$ cat src/rtl/uart_pkg.sv
// Shared definitions for the UART receive controller: trigger-select encodings,
// status bit positions and the receive-timeout state type.
package uart_pkg;

    typedef enum logic [1:0] {
        TRIG_ONE       = 2'b00,
        TRIG_QUARTER   = 2'b01,
        TRIG_HALF      = 2'b10,
        TRIG_NEAR_FULL = 2'b11
    } trig_sel_e;

    localparam int STAT_LEVEL   = 0;
    localparam int STAT_PARITY  = 1;
    localparam int STAT_OVERRUN = 2;
    localparam int STAT_TIMEOUT = 3;

    typedef enum logic [1:0] {
        TO_IDLE    = 2'b00,
        TO_COUNT   = 2'b01,
        TO_EXPIRED = 2'b10
    } to_state_e;

    function automatic int unsigned trig_level(input logic [1:0] sel, input int unsigned depth);
        int unsigned lvl;
        case (sel)
            TRIG_ONE:     lvl = 1;
            TRIG_QUARTER: lvl = depth / 4;
            TRIG_HALF:    lvl = depth / 2;
            default:      lvl = depth - 2;
        endcase
        return lvl;
    endfunction

endpackage

$ cat src/rtl/uart_rx_fifo.sv
// Receive FIFO storage: first-word fall-through from registered storage, pointers
// wrap modulo DEPTH. Push/pop qualification (full, flush priority) lives in the caller.
module uart_rx_fifo #(
    parameter int DEPTH = 16
) (
    input  logic                     clk_i,
    input  logic                     rstn_i,
    input  logic                     push_i,
    input  logic                     pop_i,
    input  logic                     flush_i,
    input  logic [7:0]               wdata_i,
    output logic [7:0]               rdata_o,
    output logic [$clog2(DEPTH):0]   level_o
);

    localparam int AW = $clog2(DEPTH);
    localparam int LW = AW + 1;

    logic [7:0]    mem_q [DEPTH];
    logic [AW-1:0] wr_ptr_q, wr_ptr_d;
    logic [AW-1:0] rd_ptr_q, rd_ptr_d;
    logic [LW-1:0] level_q, level_d;

    always_comb begin
        wr_ptr_d = wr_ptr_q;
        rd_ptr_d = rd_ptr_q;
        level_d  = level_q;
        if (flush_i) begin
            wr_ptr_d = '0;
            rd_ptr_d = '0;
            level_d  = '0;
        end else begin
            if (push_i) wr_ptr_d = wr_ptr_q + AW'(1);
            if (pop_i)  rd_ptr_d = rd_ptr_q + AW'(1);
            case ({push_i, pop_i})
                2'b10:   level_d = level_q + LW'(1);
                2'b01:   level_d = level_q - LW'(1);
                default: level_d = level_q;
            endcase
        end
    end

    // Storage is cleared on reset so the head reads 8'h00 until the first push.
    always_ff @(posedge clk_i or negedge rstn_i) begin
        if (!rstn_i) begin
            for (int i = 0; i < DEPTH; i++) mem_q[i] <= '0;
            wr_ptr_q <= '0;
            rd_ptr_q <= '0;
            level_q  <= '0;
        end else begin
            if (push_i && !flush_i) mem_q[wr_ptr_q] <= wdata_i;
            wr_ptr_q <= wr_ptr_d;
            rd_ptr_q <= rd_ptr_d;
            level_q  <= level_d;
        end
    end

    assign rdata_o = mem_q[rd_ptr_q];
    assign level_o = level_q;

endmodule

$ cat src/rtl/uart_rx_ctrl.sv
// UART receive controller: RX FIFO front end, sticky error flags, trigger level and
// interrupt. The character-timeout FSM is built only when UART_RX_TIMEOUT_EN is defined.
module uart_rx_ctrl
    import uart_pkg::*;
#(
    parameter int FIFO_DEPTH = 16,
    parameter int TO_BITS    = 40
) (
    input  logic                          clk_i,
    input  logic                          rstn_i,
    input  logic                          cfg_en_i,
    input  logic [15:0]                   cfg_div_i,
    input  logic [1:0]                    cfg_trig_i,
    input  logic [3:0]                    irq_en_i,
    input  logic                          flush_i,
    input  logic                          clr_i,
    input  logic                          rx_valid_i,
    input  logic [7:0]                    rx_data_i,
    output logic                          rx_ready_o,
    input  logic                          rx_busy_i,
    input  logic                          rx_err_i,
    output logic                          rx_err_clr_o,
    output logic                          rd_valid_o,
    output logic [7:0]                    rd_data_o,
    input  logic                          rd_ready_i,
    output logic [$clog2(FIFO_DEPTH):0]   level_o,
    output logic [3:0]                    status_o,
    output logic                          irq_o
);

    localparam int LW = $clog2(FIFO_DEPTH) + 1;

    logic          push_req, push, pop, full, ovr_set, level_hit, timeout;
    logic          ovr_q, ovr_d, par_q, par_d;
    logic          err_seen_q, err_clr_q, err_clr_d;
    logic          irq_q, irq_d;
    logic [LW-1:0] level;

    assign rx_ready_o = cfg_en_i & rstn_i;
    assign push_req   = rx_valid_i & rx_ready_o;
    assign full       = (level == LW'(FIFO_DEPTH));
    assign rd_valid_o = (level != '0);
    assign pop        = rd_valid_o & rd_ready_i & ~flush_i;
    // A full FIFO still takes a byte when the head leaves in the same cycle.
    assign push       = push_req & ~flush_i & (~full | pop);
    assign ovr_set    = push_req & ~flush_i & full & ~pop;

    uart_rx_fifo #(.DEPTH(FIFO_DEPTH)) u_fifo (
        .clk_i   (clk_i),
        .rstn_i  (rstn_i),
        .push_i  (push),
        .pop_i   (pop),
        .flush_i (flush_i),
        .wdata_i (rx_data_i),
        .rdata_o (rd_data_o),
        .level_o (level)
    );

    assign level_o   = level;
    assign level_hit = (level >= LW'(trig_level(cfg_trig_i, FIFO_DEPTH)));

    always_comb begin
        status_o               = '0;
        status_o[STAT_LEVEL]   = level_hit;
        status_o[STAT_PARITY]  = par_q;
        status_o[STAT_OVERRUN] = ovr_q;
        status_o[STAT_TIMEOUT] = timeout;
    end

    always_comb begin
        ovr_d     = ovr_set | (ovr_q & ~clr_i);
        par_d     = rx_err_i | (par_q & ~clr_i);
        err_clr_d = rx_err_i & ~err_seen_q;
        irq_d     = |(status_o & irq_en_i);
    end

    always_ff @(posedge clk_i or negedge rstn_i) begin
        if (!rstn_i) begin
            ovr_q      <= 1'b0;
            par_q      <= 1'b0;
            err_seen_q <= 1'b0;
            err_clr_q  <= 1'b0;
            irq_q      <= 1'b0;
        end else begin
            ovr_q      <= ovr_d;
            par_q      <= par_d;
            err_seen_q <= rx_err_i;
            err_clr_q  <= err_clr_d;
            irq_q      <= irq_d;
        end
    end

    assign rx_err_clr_o = err_clr_q;
    assign irq_o        = irq_q;

`ifdef UART_RX_TIMEOUT_EN
    localparam int BW = $clog2(TO_BITS) + 1;

    to_state_e     state_q, state_d;
    logic [15:0]   presc_q, presc_d;
    logic [BW-1:0] bit_q, bit_d;
    logic          activity;

    assign activity = push | pop | flush_i;

    // Any FIFO activity restarts the idle period, so COUNT is only entered on a quiet cycle.
    always_comb begin
        state_d = state_q;
        presc_d = '0;
        bit_d   = '0;
        if (!cfg_en_i) begin
            state_d = TO_IDLE;
        end else begin
            case (state_q)
                TO_IDLE: begin
                    if ((level != '0) && !rx_busy_i && !activity) state_d = TO_COUNT;
                end
                TO_COUNT: begin
                    if (activity || rx_busy_i || (level == '0)) begin
                        state_d = TO_IDLE;
                    end else if (presc_q == cfg_div_i) begin
                        if (bit_q == BW'(TO_BITS - 1)) state_d = TO_EXPIRED;
                        else bit_d = bit_q + BW'(1);
                    end else begin
                        presc_d = presc_q + 16'd1;
                        bit_d   = bit_q;
                    end
                end
                TO_EXPIRED: begin
                    if (activity) state_d = TO_IDLE;
                end
                default: state_d = TO_IDLE;
            endcase
        end
    end

    always_ff @(posedge clk_i or negedge rstn_i) begin
        if (!rstn_i) begin
            state_q <= TO_IDLE;
            presc_q <= '0;
            bit_q   <= '0;
        end else begin
            state_q <= state_d;
            presc_q <= presc_d;
            bit_q   <= bit_d;
        end
    end

    assign timeout = (state_q == TO_EXPIRED);
`else
    localparam int unused_to_bits = TO_BITS;
    logic unused_inputs;
    assign unused_inputs = ^{rx_busy_i, cfg_div_i, unused_to_bits[0]};
    assign timeout       = 1'b0;
`endif

endmodule

$ cat config.mk
export PLATFORM = sky130hd
export DESIGN_NAME = uart_rx_ctrl
export DESIGN_NICKNAME = d
export VERILOG_FILES = /design/src/rtl/uart_pkg.sv /design/src/rtl/uart_rx_fifo.sv /design/src/rtl/uart_rx_ctrl.sv
export SDC_FILE = /design/constraint.sdc
export NUM_CORES = 1
export LEC_CHECK = 0
export CAP_MARGIN = 20
export CELL_PAD_IN_SITES_DETAIL_PLACEMENT = 0
export CELL_PAD_IN_SITES_GLOBAL_PLACEMENT = 1
export CORE_MARGIN = 10
export CORE_UTILIZATION = 40
export CTS_BUF_LIST = sky130_fd_sc_hd__clkbuf_4
export DETAILED_ROUTE_END_ITERATION = 12
export GPL_ROUTABILITY_DRIVEN = 0
export PLACE_DENSITY_LB_ADDON = 0.1
export SYNTH_ARGS = -nofsm -noshare
export SYNTH_HDL_FRONTEND = slang
export SYNTH_HIERARCHICAL = 1
export SYNTH_SLANG_ARGS = --single-unit
$ cat constraint.sdc
create_clock -name clk_i -period 2.4 [get_ports clk_i]
set_input_delay 0.48 -clock clk_i [delete_from_list [all_inputs] [get_ports clk_i]]
set_output_delay 0.48 -clock clk_i [all_outputs]
set_load 0.01 [all_outputs]
# --- Word-level counts from Yosys, hierarchy flattened ---
# Index checks and enable logic that the tools add are counted.
classes:
  n_bitwise: 22
  magnitude_cmp: 4
  add_sub_neg: 4
  mux: 13
  reduce_logical: 9
  n_eq_ne: 5
op_table:
  columns: ["cell", "count"]
  rows:
  - ["128-bit bitwise mux", 1]
  - ["8-bit binary-select mux with 4-bit select", 1]
  - ["8-bit demux with 4-bit select", 1]
  - ["8-bit two-way mux", 3]
  - ["4-bit two-way mux", 4]
  - ["4-bit one-hot mux with 3 select lines", 1]
  - ["1-bit AND", 11]
  - ["5-bit greater-or-equal comparator, second input constant", 2]
  - ["4-bit NOT with 5-bit output", 2]
  - ["5-bit one-hot mux with 2 select lines", 1]
  - ["4-bit by 1-bit adder with 4-bit output, second input constant", 2]
  - ["5-bit by 1-bit adder with 5-bit output, second input constant", 1]
  - ["5-bit == test, second input constant", 1]
  - ["5-bit greater-or-equal comparator", 1]
  - ["5-bit by 1-bit < comparator with 1-bit output, second input constant", 1]
  - ["5-bit two-way mux", 1]
  - ["1-bit NOT", 5]
  - ["5-bit nonzero test", 1]
  - ["5-bit by 1-bit subtractor with 5-bit output, second input constant", 1]
  - ["3-bit by 4-bit AND with 4-bit output", 1]
  - ["2-bit by 1-bit == test with 1-bit output, second input constant", 2]
  - ["2-bit == test, second input constant", 2]
  - ["2-bit nonzero test", 2]
  - ["4-bit OR reduction", 1]
  - ["other kinds (5)", 8]
word_totals:
  reg_bits: 146
  word_cells: 81
  input_bits: 39
  out_inout_bits: 21

# --- Longest topological paths before layout ---
# Gate-level depths: netlist of run 1.
depth:
  word_depth: 8
  mapped_depth: 12
  ltp_nobuf: 10

# --- By module ---
# Netlist of run 1, hierarchy kept.
by_module_without_submodules:
  columns: ["module", "seq_area_each_um2", "n_inst", "cells_per_inst", "area_each_um2"]
  rows:
  - ["uart_rx_fifo", 3528.4, 1, 440, 6591.3]
  - ["uart_rx_ctrl", 125.1, 1, 41, 404.1]

# --- Worst setup path after synthesis of run 1 ---
# No wires, ideal clock.
synth_timing:
  path_type: "flip-flop to flip-flop"
  start: "register u_fifo.level_q[0], in the netlist u_fifo/level_o[0]"
  end: "register u_fifo.level_q[4], in the netlist u_fifo/level_o[4]"
  t_arrival_ps: 2389
  n_path_buf: 1
  setup_time_ps: 73
  path_stages_with_launch: 12
  required_time_ps: 2327
  synth_period_minus_slack_ps: 2461
  slack_ps: -61
  cell_sequence: "dfrtp_1 > nor4_4 > nand2b_1 > nor2b_4 > nor2b_1 > buf_2 > xor2_1 > ha_1 > a31o_2 > a32oi_1 > xnor2_1 > nor2b_1"
synth_via:
  elab_chain_len: 8
  elab_cells_between_ends: 14
  classes_between: "2 x add/sub; 3 x eq/ne; 2 x mux; 5 x bitwise; 2 x reduce/logical"
synth_lines:
  columns: ["item", "line", "text"]
  rows:
  - ["start, declared", "uart_rx_fifo.sv:22", "logic [LW-1:0] level_q, level_d;"]
  - ["start signal, assigned", "uart_rx_fifo.sv:54", "level_q <= level_d;"]
  - ["5-bit nonzero test *", "uart_rx_ctrl.sv:42", "assign rd_valid_o = (level != '0);"]
  - ["net rd_valid_o", "uart_rx_ctrl.sv:23", "output logic rd_valid_o,"]
  - ["1-bit AND * (2 in series)", "uart_rx_ctrl.sv:43", "assign pop = rd_valid_o & rd_ready_i & ~flush_i;"]
  - ["net pop", "uart_rx_ctrl.sv:33", "logic push_req, push, pop, full, ovr_set, level_hit, timeout;"]
  - ["1-bit OR", "uart_rx_ctrl.sv:45", "assign push = push_req & ~flush_i & (~full | pop);"]
  - ["1-bit AND", "uart_rx_ctrl.sv:45", null]
  - ["2-bit by 1-bit == test with 1-bit output or 2-bit == test (tied branches)", "uart_rx_fifo.sv:35", "case ({push_i, pop_i})"]
  - ["5-bit one-hot mux with 2 select lines", "uart_rx_fifo.sv:35", null]
  - ["5-bit two-way mux", "uart_rx_fifo.sv:28", "if (flush_i) begin"]
# Mark *: on every way through the listed nets, which the timed path passes. The rest lies on a longest branch.
# A chain may end at the register's enable or synchronous reset.

# --- Final worst setup path of run 1 ---
layout_timing:
  start: "register u_fifo.rd_ptr_q[0]"
  end: "output port rd_data_o[2]"
layout_via:
  elab_chain_len: 4
layout_lines:
  columns: ["item", "line", "text"]
  rows:
  - ["start, declared", "uart_rx_fifo.sv:21", "logic [AW-1:0] rd_ptr_q, rd_ptr_d;"]
  - ["start signal, assigned", "uart_rx_fifo.sv:53", "rd_ptr_q <= rd_ptr_d;"]
  - ["4-bit NOT with 5-bit output (implied by the code)", "uart_rx_fifo.sv:58", "assign rdata_o = mem_q[rd_ptr_q];"]
  - ["8-bit binary-select mux with 4-bit select", "uart_rx_fifo.sv:58", null]
  - ["8-bit two-way mux (implied by the code) (2 in series)", "uart_rx_fifo.sv:58", null]
  - ["end, declared", "uart_rx_ctrl.sv:24", "output logic [7:0] rd_data_o,"]
# Every way passes these cells. The select of a mux whose other input is x is not followed.

==> key figures, run 1 <==
Flow run
  – Max Cap Viol: 0

STA
  – Slew @ Worst Pin: 0.831 ns
  – Crit share post-route: 114%
  – WHS: 0.0170 ns
  – Final hold violation count: 0
  – Max transition margin: 44.6%
  – Worst setup margin: -0.324 ns
  – Final min period: 2.72 ns
  – Final Skew: 0.0250 ns
  – # setup viols final: 9
  – Slew Viols, Final: 0
  – RSZ-0062 raised after global routing: yes
  – Max Clk Rate: 367 MHz

Power and ir drop
  – Lkg Pwr: 4.20 nW
  – Sequential share of power: 46.5%
  – Total net switching power: 1.49 mW
  – Power per Cell Area: 634 mW/mm^2
  – Clock network fraction of design power: 31.2%
  – VDD IR max: 0.338 mV
  – Internal: 4.06 mW
  – Sw Ratio: 26.9%
  – Combinational power share: 22.3%

Final layout
  – Commonest non-fill, non-tap cells in the layout: dfrtp_1 (143), mux2_2 (122), buf_4 (47), mux4_2 (32), clkdlybuf4s50_1 (28)
  – Share of post-route cells with drive strength above 1: 54.3%
  – NumNets Final: 624
  – Layout area overhead: 25.1%
  – Commonest non-fill, non-tap cell in the layout: dfrtp_1
  – Post-Layout Inst Area: 0.00875 mm^2

Yosys
  – Yosys cell types: 46
  – Top FF cell, synth: dfrtp_1
  – Async S/R FF share, synth: 100%
  – Mapped cell area: 0.00700 mm^2
  – Synthesized area per cell: 14.5 um^2
  – Sequential area share after synthesis: 52.2%
  – Gate Count Post-Synth: 481
  – #FFs+latches synth: 146
  – Synthesized net count: 531
  – Synth Warn #: 6
  – Number of synthesized flops with an enable pin: 0

Detailed routing
  – DR WL/cell: 20.3 um
  – Iter 0 DRT Violations: 143
  – Vias after detailed routing: 4,250
  – Final WL: 16,500 um
  – DRT Pass-1 Iters: 4
  – Antenna-violating nets left: 0
  – # DRC: 0
  – Vias per cell: 5.23

Place
  – Hpwl dp: 10,500 um
  – Placement Cell Area: 0.00807 mm^2
  – Post-Place Worst Slack: -0.403 ns
  – PortBufs: 40

Die
  – Ports: 60
  – Initial Utilization: 40.6%
  – Die height: 152 um
  – Die width: 152 um
  – Die area: 0.0232 mm^2
  – Placeable Area: 0.0172 mm^2
  – Rows: 48

GRT
  – Initial antenna violation count: 1
  – Grt total ovfl: 0
  – Total GRT Usage: 14.2%
  – Largest net degree at the start of global routing: 147
  – First-pass GRT wire length: 25,700 um
  – Vias in the first global route: 4,400

Clock network
  – Num CTS Buffers: 17
  – Insertion delay to the later sink of the worst-skew pair: 0.54 ns
  – TritonCTS clock tree: built
  – Clk pin slew, worst setup/hold paths: 0.12 ns
  – Maximum root-to-sink buffer count: 2
  – Root buf cell: clkbuf_4
  – Clock Sinks: 146
  – H-tree depth: 4

Setup path
  – Reg-to-Reg Start: u_fifo/level_o[3]
  – Worst R2R Path Depth: 10
  – CP Max Fanout: 8
  – Worst path arrival time: 2.24 ns
  – R2R setup slack: 0.01 ns
  – Worst path required time: 1.92 ns
  – Worst Setup Start Kind: flip-flop
  – WS Path Type: reg -> out
  – Worst setup EP type: primary output
  – RR Endpoint: u_fifo/level_o[4]

Status
  – Run status: finished, violations left
  – Violations in the final reports: negative setup slack

Worst hold path
  – Hold WC Path Type: in -> async
-- repair_timing --
item	in CTS	in global routing
hold buffers	0	0
gates cloned	1	1
pin swaps	14	13
endpoints found under the setup margin	11	11
gates resized for setup	59	31
setup buffers	17	6
-- registers in the layout, summed over array words and instances (netlist names) --
signal and flops:
err_seen_q 1, u_fifo/level_o 5, par_q 1, ovr_q 1
irq_o 1, u_fifo/wr_ptr_q 4, rx_err_clr_o 1, u_fifo/rd_ptr_q 4
u_fifo/mem_q 128
-- critical path, cell delays in order, from the launching register on --
cell,delay (ns)
dfrtp_2,0.42
buf_4,0.13
buf_12,0.14
mux4_2,0.51
a22oi_2,0.18
buf_4,0.15
nand2_1,0.06
buf_6,0.12
-- power groups by stage --
stage,clock (mW),sequential [mW],combinational (mW)
finish,1.73,2.58,1.24
global route,1.91,2.59,1.36
CTS,1.80,2.58,1.19
detailed placement,0,2.63,1.05
global placement,0,2.62,1.04
floorplan,0,2.63,0.527
-- synth_stat cells (4+ instances only) --
cell / instances / share of area (%)
xor2_1: 6 / 0.75
buf_2: 10 / 0.72
nor2_1: 16 / 0.86
mux2_2: 122 / 20
dfrtp_1: 146 / 52
ha_1: 11 / 2.0
a22oi_1: 17 / 1.8
nor2b_1: 6 / 0.54
nand2_2: 10 / 0.89
mux2_1: 6 / 0.97
clkbuf_1: 16 / 0.86
nand2_1: 14 / 0.75
inv_1: 9 / 0.48
xnor2_1: 4 / 0.50
mux4_2: 32 / 10
buf_4: 6 / 0.64
-- per-stage QoR --
step                power [mW]  util (%)  setup TNS (ns)  instances
floorplan                 3.16         -               0        481
detailed placement        3.68      46.8          -34.00        759
global placement          3.66      46.8          -31.61        759
global route              5.85      50.8           -5.37        813
CTS                       5.57      49.9           -2.98        808
finish                    5.55      50.8           -2.24        813
-- how the worst max path moves through the flow --
stage	start	end	slack [ns]
detailed placement	cfg_trig_i[1]	status_o[0]	-0.40
CTS	u_fifo/rd_ptr_q[0]	rd_data_o[2]	-0.40
global route	u_fifo/rd_ptr_q[0]	rd_data_o[2]	-0.47
floorplan	u_fifo/level_o[3]	u_fifo/level_o[4]	0.02
finish	u_fifo/rd_ptr_q[0]	rd_data_o[2]	-0.32
global placement	cfg_trig_i[1]	status_o[0]	-0.36
-- cell type report --
class / instances / area (um^2)
clock buffers: 18 / 135
well taps: 225 / 282
multi-input cells: 291 / 3320
clock inverters: 14 / 185
inverters: 9 / 33.8
flip-flops and latches: 146 / 3660
diodes: 1 / 2.50
repair buffers: 109 / 1140
fillers: 1465 / 8480
-- layer usage --
layer | track usage, % | vias up | wire length, um
met5 | 0 | - | 0
met1 | 19.1 | 2244 | 7840
met4 | 3.44 | 0 | 89
li1 | - | 1943 | -
met3 | 3.70 | 9 | 425
met2 | 22.5 | 54 | 8150
-- cell families after synthesis --
logic type                 Yosys count  synth area share, %
buffers and inverters               44                 2.86
AOI/OAI and AO/OA                   34                 3.60
and+or+nand+nor                     72                 6.71
adders and majority gates           11                 1.97
xor gates and xnor gates            10                 1.25
other                                1               0.0536
muxes                              163                 31.3
DFF                                146                 52.2
Power figures use the tool's default switching activity.
==> run 2: changes to the inputs <==
CAP_MARGIN = default   (was 20)
CTS_CLUSTER_SIZE = 28   (was default)
PLACE_DENSITY = 0.68   (was default)
PLACE_DENSITY_LB_ADDON = default   (was 0.1)
==> run 2 against run 1 <==
  * The run still ends with negative setup slack left
  * Final cell count down 2.6%
  * Flip-flop and latch count is the same
  * Non-clock buffer count down 21
  * Highest routed layer unchanged
  * Sequential share of layout area grew 1.7 points
  * Fmax fell by 0.51%
  * Register-to-register slack better by 0.09 ns
  * Critical path type unchanged
  * Critical path depth decreased by 1
  * First-iteration DRC count up 57%
  * Count of clock-buffer cells in the layout unchanged
  * Die area did not move
==> key figures, run 2 (same netlist as run 1, synthesis figures left out) <==
Status
  – Run status: finished, violations left
  – Violations in the final reports: negative setup slack

Final layout
  – Share of post-route cells with drive strength above 1: 51.1%
  – NumNets Final: 603
  – Most flops, register: u_fifo/mem_q
  – Commonest non-fill, non-tap cell in the layout: dfrtp_1
  – Max FFs per register: 128
  – Non-filler cells, final: 792
  – Layout area overhead: 20.1%
  – Commonest non-fill, non-tap cells in the layout: dfrtp_1 (143), mux2_2 (122), mux4_2 (32), buf_4 (30), clkdlybuf4s50_1 (29)

Clock network
  – Maximum root-to-sink buffer count: 2
  – H-tree depth: 4
  – Num CTS Buffers: 17
  – Clk pin slew, worst setup/hold paths: 0.11 ns
  – TritonCTS clock tree: built
  – Root buf cell: clkbuf_4
  – Hold-fix buffers, CTS: 0
  – Clock Sinks: 146
  – Insertion delay to the later sink of the worst-skew pair: 0.56 ns

Die
  – Die height: 152 um
  – Die width: 152 um
  – Die area: 0.0232 mm^2
  – Initial Utilization: 40.6%
  – Placeable Area: 0.0172 mm^2
  – Ports: 60
  – Rows: 48

STA
  – Slew @ Worst Pin: 0.779 ns
  – Final min period: 2.74 ns
  – Final hold violation count: 0
  – Crit share post-route: 114%
  – Max transition margin: 48.0%
  – Max Clk Rate: 365 MHz
  – RSZ-0062 raised after global routing: yes
  – Worst setup margin: -0.338 ns
  – # setup viols final: 9
  – Slew Viols, Final: 0
  – Final Skew: 0.0145 ns

Setup path
  – Worst Setup Start Kind: flip-flop
  – CP Max Fanout: 8
  – Worst setup EP type: primary output
  – WS Path Type: reg -> out
  – Worst Path Buf+Inv: 3
  – CP Cell Sequence: buf_6, buf_12, mux4_2, a22oi_2, nand2_1, buf_2
  – R2R setup slack: 0.10 ns
  – Top delay family on crit path: multiplexers
  – Crit-path slowest cell: mux4_2
  – CP max stage delay: 0.50 ns
  – Worst path arrival time: 2.26 ns
  – Worst path required time: 1.92 ns

Place
  – Cell Count Post-Placement: 751
  – PortBufs: 40
  – Post-Place Worst Slack: -0.420 ns
  – Hpwl dp: 10,300 um

Detailed routing
  – Final WL: 15,500 um
  – DRT Pass-1 Iters: 5
  – Iter 0 DRT Violations: 224
  – Vias per cell: 5.31
  – # DRC: 0
  – DR WL/cell: 19.6 um
  – Vias after detailed routing: 4,203
  – Antenna-violating nets left: 0

Worst hold path
  – Hold WC Path Type: in -> async

GRT
  – Grt total ovfl: 0
  – First-pass GRT wire length: 25,800 um
  – Total GRT Usage: 13.9%
  – Vias in the first global route: 4,617
  – Largest net degree at the start of global routing: 147
  – Initial antenna violation count: 1

Power and ir drop
  – VDD IR max: 0.340 mV
  – Lkg Pwr: 4.03 nW
  – Power per Cell Area: 606 mW/mm^2
  – Total power: 5.09 mW

Flow run
  – Max Cap Viol: 0
## run 2: cell count changes in the layout (fill, tap and decap cells not counted), sizes merged
cell,delta
dlymetal6s2s,-1
inv,-2
clkbuf,-2
bufinv,-2
clkinv,+4
buf,-20
dlygate4sd2,+1
clkdlybuf4s50,+1
## run 2: cell type report
| class | count | area (um^2) |
|---|---|---|
| fill | 1483 | 8830 |
| sequential | 146 | 3660 |
| multi-input combinational | 291 | 3270 |
| timing repair buffer | 88 | 906 |
| tap | 225 | 282 |
| clock buffer | 18 | 135 |
| clock inverter | 14 | 121 |
| inverter | 9 | 33.8 |
| antenna | 1 | 2.50 |
## run 2: where the power goes
part	internal, mW	leakage [nW]	switching (mW)
sequential	2.53	2.01	0.0499
clock	0.604	0.143	0.858
combinational	0.569	1.88	0.483
## run 2: per-layer routing
metal	global-route usage [%]	vias to the layer above	share of wire, %
met5	0	-	0
met4	5.50	0	1.4
met3	3.16	14	3.2
met2	21.7	64	49
met1	18.4	2223	47
li1	-	1902	-
## run 2: final timing paths
path                       cells past startpoint               start          endpoint
setup / recovery                               6  u_fifo/rd_ptr_q[0]      rd_data_o[6]
setup reg to reg                               9   u_fifo/level_o[3]  u_fifo/mem_q[25]
hold / removal                                 2              rstn_i  u_fifo/mem_q[33]
max in group asynchronous                      2              rstn_i  u_fifo/mem_q[35]
hold reg to reg                                1          err_seen_q      rx_err_clr_o
min in group clk_i                             1            rx_err_i        err_seen_q
## run 2: repair_timing
action	CTS	global route
setup buffers	6	1
cloned	1	0
pin swaps	20	4
hold endpoints to repair	0	0
setup endpoints to repair	11	27
resized for setup	57	14
## run 2: worst reg2reg max path: stages, from the launching register on
cell and delay, ns:
dfrtp_2 0.45, buf_4 0.15, nor4_4 0.19, nand3_2 0.12, nor2b_4 0.15, and2b_2 0.26, and3_2 0.29, nand2_2 0.10
buf_12 0.14, mux2_2 0.33
## run 2: per-stage QoR
| stage | TNS [ns] | area (um^2) | hold slack (ns) | util [%] |
|---|---|---|---|---|
| CTS | -3.16 | 8330 | 0.0590 | 48.3 |
| finish | -2.43 | 8400 | 0.0488 | 48.8 |
| global route | -3.66 | 8400 | 0.0685 | 48.8 |
| detailed placement | -35.19 | 7960 | 0.398 | 46.2 |
| floorplan | 0 | 7000 | 0.184 | - |
| global placement | -28.49 | 7960 | 0.387 | 46.2 |
==> run 3: changes to the inputs <==
GPL_TIMING_DRIVEN = 0   (was default)
==> run 3 against run 2 <==
  * The run still ends with negative setup slack left
  * Count of clock-buffer cells in the layout shrank 1
  * Hold slack gained 0.34 ns
  * Register-to-register slack lost 0.20 ns
  * Clock power grew 9%
  * Non-clock buffer count grew 22
  * First-iteration DRC count shrank 8.0%
  * Sequential share of layout area shrank 3.3 points
  * Fmax shrank 2.4%
==> key figures, run 3 (same netlist as run 1, synthesis figures left out) <==
Setup path
  – Crit-path slowest cell: mux4_2
  – Reg-to-Reg Start: u_fifo/level_o[3]
  – Worst Setup Start Kind: flip-flop
  – Worst setup EP type: primary output
  – Worst path required time: 1.92 ns
  – Origin of the worst setup path: u_fifo/rd_ptr_q[0]
  – WS Path Type: reg -> out
  – Worst R2R Path Depth: 13
  – Worst path arrival time: 2.32 ns
  – R2R setup slack: -0.10 ns
  – RR Endpoint: u_fifo/level_o[4]
  – CP Max Fanout: 5
  – CP Cell Sequence: buf_12, buf_12, buf_12, mux4_2, a22oi_2, nand2_1, buf_2
  – CP max stage delay: 0.51 ns
  – CP most frequent cell: buf_12

Detailed routing
  – DRT Pass-1 Iters: 4
  – # DRC: 0
  – DR WL/cell: 20.5 um
  – Final WL: 16,700 um
  – Vias per cell: 5.27
  – Vias after detailed routing: 4,291
  – Iter 0 DRT Violations: 206
  – Antenna-violating nets left: 0

Final layout
  – Share of post-route cells with drive strength above 1: 51.9%
  – Commonest non-fill, non-tap cell in the layout: dfrtp_1
  – Max FFs per register: 128
  – NumNets Final: 625
  – Layout area overhead: 30.0%
  – Most flops, register: u_fifo/mem_q
  – Commonest non-fill, non-tap cells in the layout: dfrtp_1 (143), mux2_4 (96), buf_4 (33), mux4_2 (32), mux2_2 (32)
  – Fin util: 52.8%

GRT
  – First-pass GRT wire length: 25,200 um
  – Grt total ovfl: 0
  – Vias in the first global route: 4,498
  – Initial antenna violation count: 1
  – Largest net degree at the start of global routing: 78
  – Total GRT Usage: 13.7%

Die
  – Die width: 152 um
  – Initial Utilization: 40.6%
  – Rows: 48
  – Placeable Area: 0.0172 mm^2
  – Die height: 152 um
  – Ports: 60
  – Die area: 0.0232 mm^2

Clock network
  – Maximum root-to-sink buffer count: 2
  – Root buf cell: clkbuf_4
  – Insertion delay to the later sink of the worst-skew pair: 0.54 ns
  – Clock Sinks: 146
  – Clk pin slew, worst setup/hold paths: 0.12 ns
  – TritonCTS clock tree: built
  – H-tree depth: 4
  – Num CTS Buffers: 17

Worst hold path
  – Hold WC Path Type: reg -> reg
  – Hold EP: rx_err_clr_o
  – Hold Crit Start: err_seen_q
  – Worst hold stages: 1

Place
  – PortBufs: 40
  – Hpwl dp: 10,800 um

STA
  – WHS: 0.393 ns
  – Crit share post-route: 117%
  – Slew @ Worst Pin: 0.897 ns
  – Setup tns final: -3.47 ns
  – # setup viols final: 35
  – Final Skew: 0.0152 ns
  – Final hold violation count: 0
  – Worst setup margin: -0.405 ns
  – Max transition margin: 40.0%
  – Slew Viols, Final: 0
  – Max Clk Rate: 357 MHz
  – Final min period: 2.80 ns
  – RSZ-0062 raised after global routing: yes

Power and ir drop
  – Power per Cell Area: 598 mW/mm^2
  – VDD IR max: 0.353 mV
  – Lkg Pwr: 4.41 nW
  – Total power: 5.44 mW

Flow run
  – Max Cap Viol: 0

Status
  – Violations in the final reports: negative setup slack
  – Run status: finished, violations left
run 3: changes by cell type in the layout (fill, tap and decap cells not counted), sizes merged:
cell and delta:
clkbuf +14, buf +7, clkinv -4, clkdlybuf4s50 -3, clkinvlp +3, bufinv +1
clkdlybuf4s15 +1, dlygate4sd2 +1, dlygate4sd3 +1, inv +1
run 3: worst max path at each step:
| stage | end | slack, ns |
|---|---|---|
| floorplan | u_fifo/level_o[4] | 0.02 |
| global placement | u_fifo/mem_q[116] | -5.70 |
| detailed placement | u_fifo/mem_q[83] | -0.87 |
| global route | rd_data_o[1] | -0.52 |
| CTS | rd_data_o[3] | -0.45 |
| finish | rd_data_o[3] | -0.40 |
run 3: final cells by class:
cell class / count / area (um^2)
fill: 1446 / 8140
buffer: 28 / 200
sequential: 146 / 3660
inverter: 9 / 33.8
multi-input combinational: 291 / 3800
timing repair buffer: 82 / 827
clock inverter: 15 / 166
antenna: 1 / 2.50
tap: 225 / 282
clock buffer: 17 / 128
run 3: stage by stage:
| stage | setup slack (ns) | instances | cell area [um^2] |
|---|---|---|---|
| 6_report | -0.405 | 814 | 9100 |
| 5_1_grt | -0.518 | 814 | 9100 |
| 4_1_cts | -0.449 | 803 | 8570 |
| 3_5_place_dp | -0.870 | 747 | 7710 |
| 3_3_place_gp | -5.70 | 746 | 7680 |
| 2_1_floorplan | 0.0196 | 481 | 7000 |
run 3: worst max-delay path: cells and delay by family (launching register included):
kind / cells / cell delay (ns)
buffers and inverters: 4 / 0.53
muxes: 1 / 0.51
DFF: 1 / 0.42
AOI/OAI and AO/OA: 1 / 0.23
and+or+nand+nor: 1 / 0.09
run 3: metal layers:
layer  vias up  share of wire (%)  wire length, um  GRT usage [%]
met2        57                 48             8060           21.6
met1      2281                 48             8060           18.4
met3        11                2.2              374           2.82
met4         0               0.98              163           4.72
met5         -                  0                0              0
li1       1942                  -                -              -
run 3: where the power goes:
part	switching, mW	internal (mW)	leakage, nW
Clock	0.876	0.710	0.143
Sequential	0.0605	2.53	2.01
Combinational	0.541	0.725	2.25
Total	1.48	3.97	4.41
run 3: what timing repair did:
item,4_1_cts,5_1_grt
setup endpoints to repair,140,124
pin swaps,23,12
setup buffers,30,9
endpoints found under the hold margin,69,69
resized for setup,123,98
gates cloned,1,0
